**config.mk**
```make
export PLATFORM = sky130hd
export DESIGN_NAME = calc_sequencer
export DESIGN_NICKNAME = d
export VERILOG_FILES = /design/src/rtl/calc_sequencer.sv
export SDC_FILE = /design/constraint.sdc
export NUM_CORES = 1
export LEC_CHECK = 0
export CAP_MARGIN = 25
export CORE_ASPECT_RATIO = 0.6
export CORE_MARGIN = 1
export CORE_UTILIZATION = 40
export DETAILED_ROUTE_END_ITERATION = 12
export PLACE_DENSITY = 0.78
export SYNTH_ARGS = -nofsm -noshare
export SYNTH_HDL_FRONTEND = slang
export SYNTH_SLANG_ARGS = --single-unit
```
**constraint.sdc**
```tcl
create_clock -name clk -period 3.35 [get_ports clk]
set_input_delay 0.67 -clock clk [delete_from_list [all_inputs] [get_ports clk]]
set_output_delay 0.67 -clock clk [all_outputs]
set_load 0.1 [all_outputs]
```
**src/rtl/calc_sequencer.sv**
```systemverilog
// calc_sequencer -- phase sequencer for the DE-10 Lite scientific calculator.
//
// Debounces the ENTER/CLEAR keys, walks IDLE -> IN1 -> MODE -> IN2 -> CALC -> OUT,
// latches operands/mode/opcode from the switches and runs a start/done
// handshake with the ALU, with a cycle-count timeout.
//
// Ports
//   clk, rst_n               system clock, async active-low reset
//   btn_enter_n, btn_clear_n raw active-low keys (asynchronous to clk)
//   sw_data, sw_mode, sw_op  operand / mode / opcode switches
//   alu_done, alu_result     ALU completion strobe and result
//   state                    phase code for the prompt decoder
//   calcmod                  mode (live in MODE, latched elsewhere)
//   operand_a, operand_b     latched operands
//   opcode                   latched opcode
//   alu_start                one-cycle start pulse on CALC entry
//   result, err              latched result and timeout flag
//   busy                     high while in CALC

// Per-key conditioning: 2-flop synchronizer, stable-level counter, and a
// one-cycle pulse on the debounced press (high -> low) edge.
module calc_debounce #(
  parameter int CYCLES = 16
) (
  input  logic clk,
  input  logic rst_n,
  input  logic key_n,
  output logic press
);
  localparam int CW = (CYCLES < 2) ? 1 : $clog2(CYCLES + 1);

  logic [1:0]    sync;
  logic          level;
  logic [CW-1:0] cnt;

  always_ff @(posedge clk or negedge rst_n) begin
    if (!rst_n) begin
      sync  <= 2'b11;
      level <= 1'b1;
      cnt   <= '0;
      press <= 1'b0;
    end else begin
      sync  <= {sync[0], key_n};
      press <= 1'b0;
      if (sync[1] == level) begin
        cnt <= '0;
      end else if (cnt == CW'(CYCLES - 1)) begin
        // CYCLES-th consecutive differing sample: accept the new level.
        level <= sync[1];
        cnt   <= '0;
        press <= level;  // old level high means this is a press
      end else begin
        cnt <= cnt + 1'b1;
      end
    end
  end
endmodule

module calc_sequencer #(
  parameter int DW              = 8,
  parameter int DEBOUNCE_CYCLES = 16,
  parameter int TIMEOUT_CYCLES  = 255
) (
  input  logic          clk,
  input  logic          rst_n,
  input  logic          btn_enter_n,
  input  logic          btn_clear_n,
  input  logic [DW-1:0] sw_data,
  input  logic          sw_mode,
  input  logic [3:0]    sw_op,
  input  logic          alu_done,
  input  logic [DW-1:0] alu_result,
  output logic [2:0]    state,
  output logic          calcmod,
  output logic [DW-1:0] operand_a,
  output logic [DW-1:0] operand_b,
  output logic [3:0]    opcode,
  output logic          alu_start,
  output logic [DW-1:0] result,
  output logic          err,
  output logic          busy
);
  localparam int TW = (TIMEOUT_CYCLES < 2) ? 1 : $clog2(TIMEOUT_CYCLES + 1);

  typedef enum logic [2:0] {
    S_IDLE = 3'b000,
    S_IN1  = 3'b001,
    S_MODE = 3'b010,
    S_IN2  = 3'b011,
    S_OUT  = 3'b100,
    S_CALC = 3'b111
  } st_t;

  st_t cur, nxt;

  // key index 0 = enter, 1 = clear
  logic [1:0] keys_n, press;
  assign keys_n = {btn_clear_n, btn_enter_n};

  genvar gi;
  generate
    for (gi = 0; gi < 2; gi++) begin : g_btn
      calc_debounce #(.CYCLES(DEBOUNCE_CYCLES)) u_db (
        .clk   (clk),
        .rst_n (rst_n),
        .key_n (keys_n[gi]),
        .press (press[gi])
      );
    end
  endgenerate

  logic enter_p, clear_p;
  assign enter_p = press[0];
  assign clear_p = press[1];

  logic [TW-1:0] tcnt;
  logic          mode_q;
  logic [3:0]    op_q;
  logic          in_calc, first_calc, done_ok, tmo;

  // tcnt is cleared on CALC entry, so zero marks the first CALC cycle.
  assign in_calc    = (cur == S_CALC);
  assign first_calc = in_calc && (tcnt == '0);
  assign done_ok    = in_calc && alu_done && !first_calc;
  assign tmo        = in_calc && (tcnt == TW'(TIMEOUT_CYCLES));

  // state register
  always_ff @(posedge clk or negedge rst_n) begin
    if (!rst_n) cur <= S_IDLE;
    else        cur <= nxt;
  end

  // next state
  always_comb begin
    nxt = cur;
    if (clear_p) begin
      nxt = S_IDLE;
    end else begin
      case (cur)
        S_IDLE:  if (enter_p) nxt = S_IN1;
        S_IN1:   if (enter_p) nxt = S_MODE;
        S_MODE:  if (enter_p) nxt = S_IN2;
        S_IN2:   if (enter_p) nxt = S_CALC;
        S_CALC:  if (done_ok || tmo) nxt = S_OUT;  // done wins below
        S_OUT:   if (enter_p) nxt = S_IDLE;
        default: nxt = S_IDLE;
      endcase
    end
  end

  // datapath latches and timeout counter
  always_ff @(posedge clk or negedge rst_n) begin
    if (!rst_n) begin
      operand_a <= '0;
      operand_b <= '0;
      op_q      <= '0;
      mode_q    <= 1'b0;
      result    <= '0;
      err       <= 1'b0;
      tcnt      <= '0;
    end else if (clear_p) begin
      operand_a <= '0;
      operand_b <= '0;
      op_q      <= '0;
      mode_q    <= 1'b0;
      result    <= '0;
      err       <= 1'b0;
      tcnt      <= '0;
    end else begin
      if (cur == S_IN1 && enter_p) operand_a <= sw_data;
      if (cur == S_MODE && enter_p) begin
        mode_q <= sw_mode;
        op_q   <= sw_op;
      end
      if (cur == S_IN2 && enter_p) begin
        operand_b <= sw_data;
        tcnt      <= '0;
      end
      if (in_calc) begin
        if (done_ok) begin
          result <= alu_result;
          err    <= 1'b0;
        end else if (tmo) begin
          result <= '0;
          err    <= 1'b1;
        end
        if (!tmo) tcnt <= tcnt + 1'b1;
      end
    end
  end

  // outputs; alu_start is decoded from state so async reset drops it at once
  always_comb begin
    state     = cur;
    busy      = in_calc;
    alu_start = first_calc;
    opcode    = op_q;
    calcmod   = (cur == S_MODE) ? sw_mode : mode_q;
  end
endmodule

```
==> flow_metrics.tcl <==
set metrics [dict create \
    status "completed" \
    grt_usage_pct 17.7 \
    slowest_stage "dfrtp_1" \
    diodes 0 \
    finalSetupViolCount 0 \
    first_pass_iters 4 \
    clock_sinks 59 \
    synth_commonest_cells "53 x dfrtp_1, 41 x nand2_1, 23 x a21oi_1" \
    wl_per_cell_um 13.9 \
    area_delta_synth_final_pct 29.3 \
    grt_pass1_vias 1884 \
    postRouteAntennaNets 0 \
    cts_root_buf "clkbuf_8" \
    crit_family "simple AND/OR/NAND/NOR gates" \
    yosys_warnings 0 \
    hold_start "g_btn[0].u_db.sync[0]" \
    worstSetupStartpointType "flop" \
    layout_setup_ws_ns 0.932 \
    synth-edff-count 0 \
    synthFlopType "dfrtp_1" \
    rsz0062_at_grt "false" \
    finalPower_mw 1.37 \
    nNetsFinal 342 \
    arrival_ns 1.75 \
    fin_skew_ns 0.00788 \
    fin_tns_setup_ns 0 \
    coreArea_um2 6190 \
    crit_path_max_fanout 5 \
    rrSetupSlack_ns 1.37 \
    yosysMostFrequentCell "dfrtp_1" \
    drive_gt1_share_pct 22.8 \
    synth-seq-cells 59 \
    synthTopCellsByArea "dfrtp_1 51%, dfstp_2 6.0%, nand2_1 5.9%" \
    clock.fmax_ghz 0.414 \
    dp_hpwl_um 3820 \
    die_w_um 106 \
    yosysTopAreaCell "dfrtp_1" \
    cts_hold_buffers 0 \
    p_leak_nw 1.55 \
    h-tree-depth 3 \
    grt_pass1_wl_um 9270 \
    clock_path_buffers 2 \
    hold_viol 0 \
    drv_cap 0 \
    grt_max_degree 43 \
    crit_start "tcnt[0]" \
    tightest_slew_ns 0.940 \
    cts_tree "done" \
    gp_congestion 0.830 \
    synthDistinctLibCells 41 \
    fp.dieArea_um2 6850 \
    post-route-min-period_ns 2.42 \
    synthArstFlopShare_pct 100 \
    synth.top_cell.area_share_pct 50.9 \
    slew_viol_final 0 \
    postCtsSetupRepairBufs 0 \
    netlist_area_um2 2610 \
    vias 1986 \
    post-place-ws_ns 0.990 \
    ctsResizeCount 0 \
    seq_area_frac_synth_pct 56.9 \
    slew_headroom_pct 36.8 \
    overflow 0 \
    period_share_pct 72.2 \
    fillers 567 \
    synth_nets 279 \
    initial_core_util_pct 42.1 \
    antenna_found_initial 0 \
    vias_per_cell 4.97 \
    drc 0 \
    power.density_nw_per_um2 406 \
    end_kind "output pin" \
    io_pins 61 \
    max_stage_delay_ns 0.41 \
    min_path_type "flop to flop" \
    irDropWorstVdd_mv 0.207 \
    syn_inst 249 \
    rr_startpoint "tcnt[0]" \
    postRouteWirelength_um 5550 \
    synth.avg_cell_area_um2 10.5 \
    path_cells "inv_1, ha_1, nor3b_1, and3_1, buf_4" \
    criticalPathCategory "flop to output pin" \
    row_count 22 \
    io_buffers 60 \
    clock_latency_ns 0.33 \
    drt_iter0_markers 81 \
    crit_buf_inv 2 \
    fp.dieH_um 64.5 \
    clk_pin_slew_worst_paths_ns 0.06 \
    crit_required_ns 2.68 \
    cts_inserted_buffers 9 \
]
-- logic make-up after synthesis --
| group | Yosys count | share of synthesized area (%) |
|---|---|---|
| adder cells (fa/ha/maj) | 4 | 1.92 |
| XOR/XNOR | 10 | 3.36 |
| flip-flops | 59 | 56.9 |
| buffers and inverters | 20 | 3.46 |
| AO/OA/AOI/OAI | 45 | 11.2 |
| multiplexers | 9 | 3.60 |
| AND/OR/NAND/NOR | 102 | 19.5 |
-- worst register-to-register path, delay by kind of cell, from the launching register on --
family / cells / cell delay [ns]
AO/OA/AOI/OAI: 2 / 0.56
AND/OR/NAND/NOR: 2 / 0.71
buffers and inverters: 1 / 0.07
flip-flops: 1 / 0.39
adder cells (fa/ha/maj): 1 / 0.19
-- where the power goes --
group          total, mW  switching, mW  leakage, nW  internal [mW]
Combinational     0.0579         0.0253        0.757         0.0326
Clock              0.580          0.258       0.0953          0.322
Sequential         0.729        0.00591        0.699          0.723
-- cell type report --
cell class,count,area (um^2),share of cell area [%]
sequential,59,1480,44.0
clock buffer,13,169,5.01
clock inverter,2,10.0,0.297
inverter,9,38.8,1.15
timing repair buffer,63,531,15.7
tap,84,105,3.12
multi-input combinational,170,1030,30.6
-- layout by cell type, fill, tap and decap left out, types with 2 or more instances in the layout --
master | synthesis | layout
mux2i_1 | 6 | 6
nor3_2 | 2 | 2
clkbuf_8 | 0 | 12
xor2_1 | 8 | 8
or3_1 | 3 | 3
clkinv_2 | 0 | 2
nand2_1 | 41 | 41
a22o_1 | 8 | 8
nor4b_1 | 2 | 2
and3_1 | 4 | 4
dfrtp_1 | 53 | 53
dfstp_2 | 6 | 6
o21ai_0 | 5 | 5
clkdlybuf4s50_1 | 0 | 24
inv_1 | 8 | 8
nand3_1 | 15 | 15
ha_1 | 4 | 4
mux2_2 | 3 | 3
xnor2_1 | 2 | 2
buf_4 | 1 | 38
nor3_1 | 3 | 3
a21oi_1 | 23 | 23
nor2_1 | 20 | 20
o31ai_1 | 2 | 2
and2_1 | 2 | 2
nand4_1 | 2 | 2
-- path summary, 6_finish.rpt --
check                      cells past startpoint                    end
min in group asynchronous                      1    g_btn[1].u_db.press
hold reg to reg                                0  g_btn[0].u_db.sync[1]
max in group asynchronous                      2  g_btn[0].u_db.sync[0]
hold / removal                                 0  g_btn[0].u_db.sync[1]
setup reg to reg                               6              result[7]
setup / recovery                               5              alu_start
-- flip-flops by register name (all words and copies together), names as in the netlist --
| register | flops |
|---|---|
| opcode | 4 |
| g_btn.u_db.cnt | 10 |
| g_btn.u_db.level | 2 |
| g_btn.u_db.press | 2 |
| operand_b | 8 |
| g_btn.u_db.sync | 4 |
| tcnt | 8 |
| operand_a | 8 |
| mode_q | 1 |
| state | 3 |
| err | 1 |
| result | 8 |
-- metal layers --
layer  vias to the layer above  track usage [%]  routed length [um]
met4                         0             4.86                  20
met3                         2             8.25                 363
met5                         -                0                   0
li1                        981                -                   -
met1                       957             24.0                2670
met2                        46             25.5                2500
-- per-stage QoR --
stage	hold slack (ns)	util (%)	instances	area, um^2
final	0.355	54.4	400	3370
after CTS	0.355	54.4	400	3370
after floorplan	0.345	-	249	2610
after detailed placement	0.347	51.5	385	3190
after global routing	0.358	54.4	400	3370
after global placement	0.347	51.5	385	3190
(Power assumes the default switching activity.)
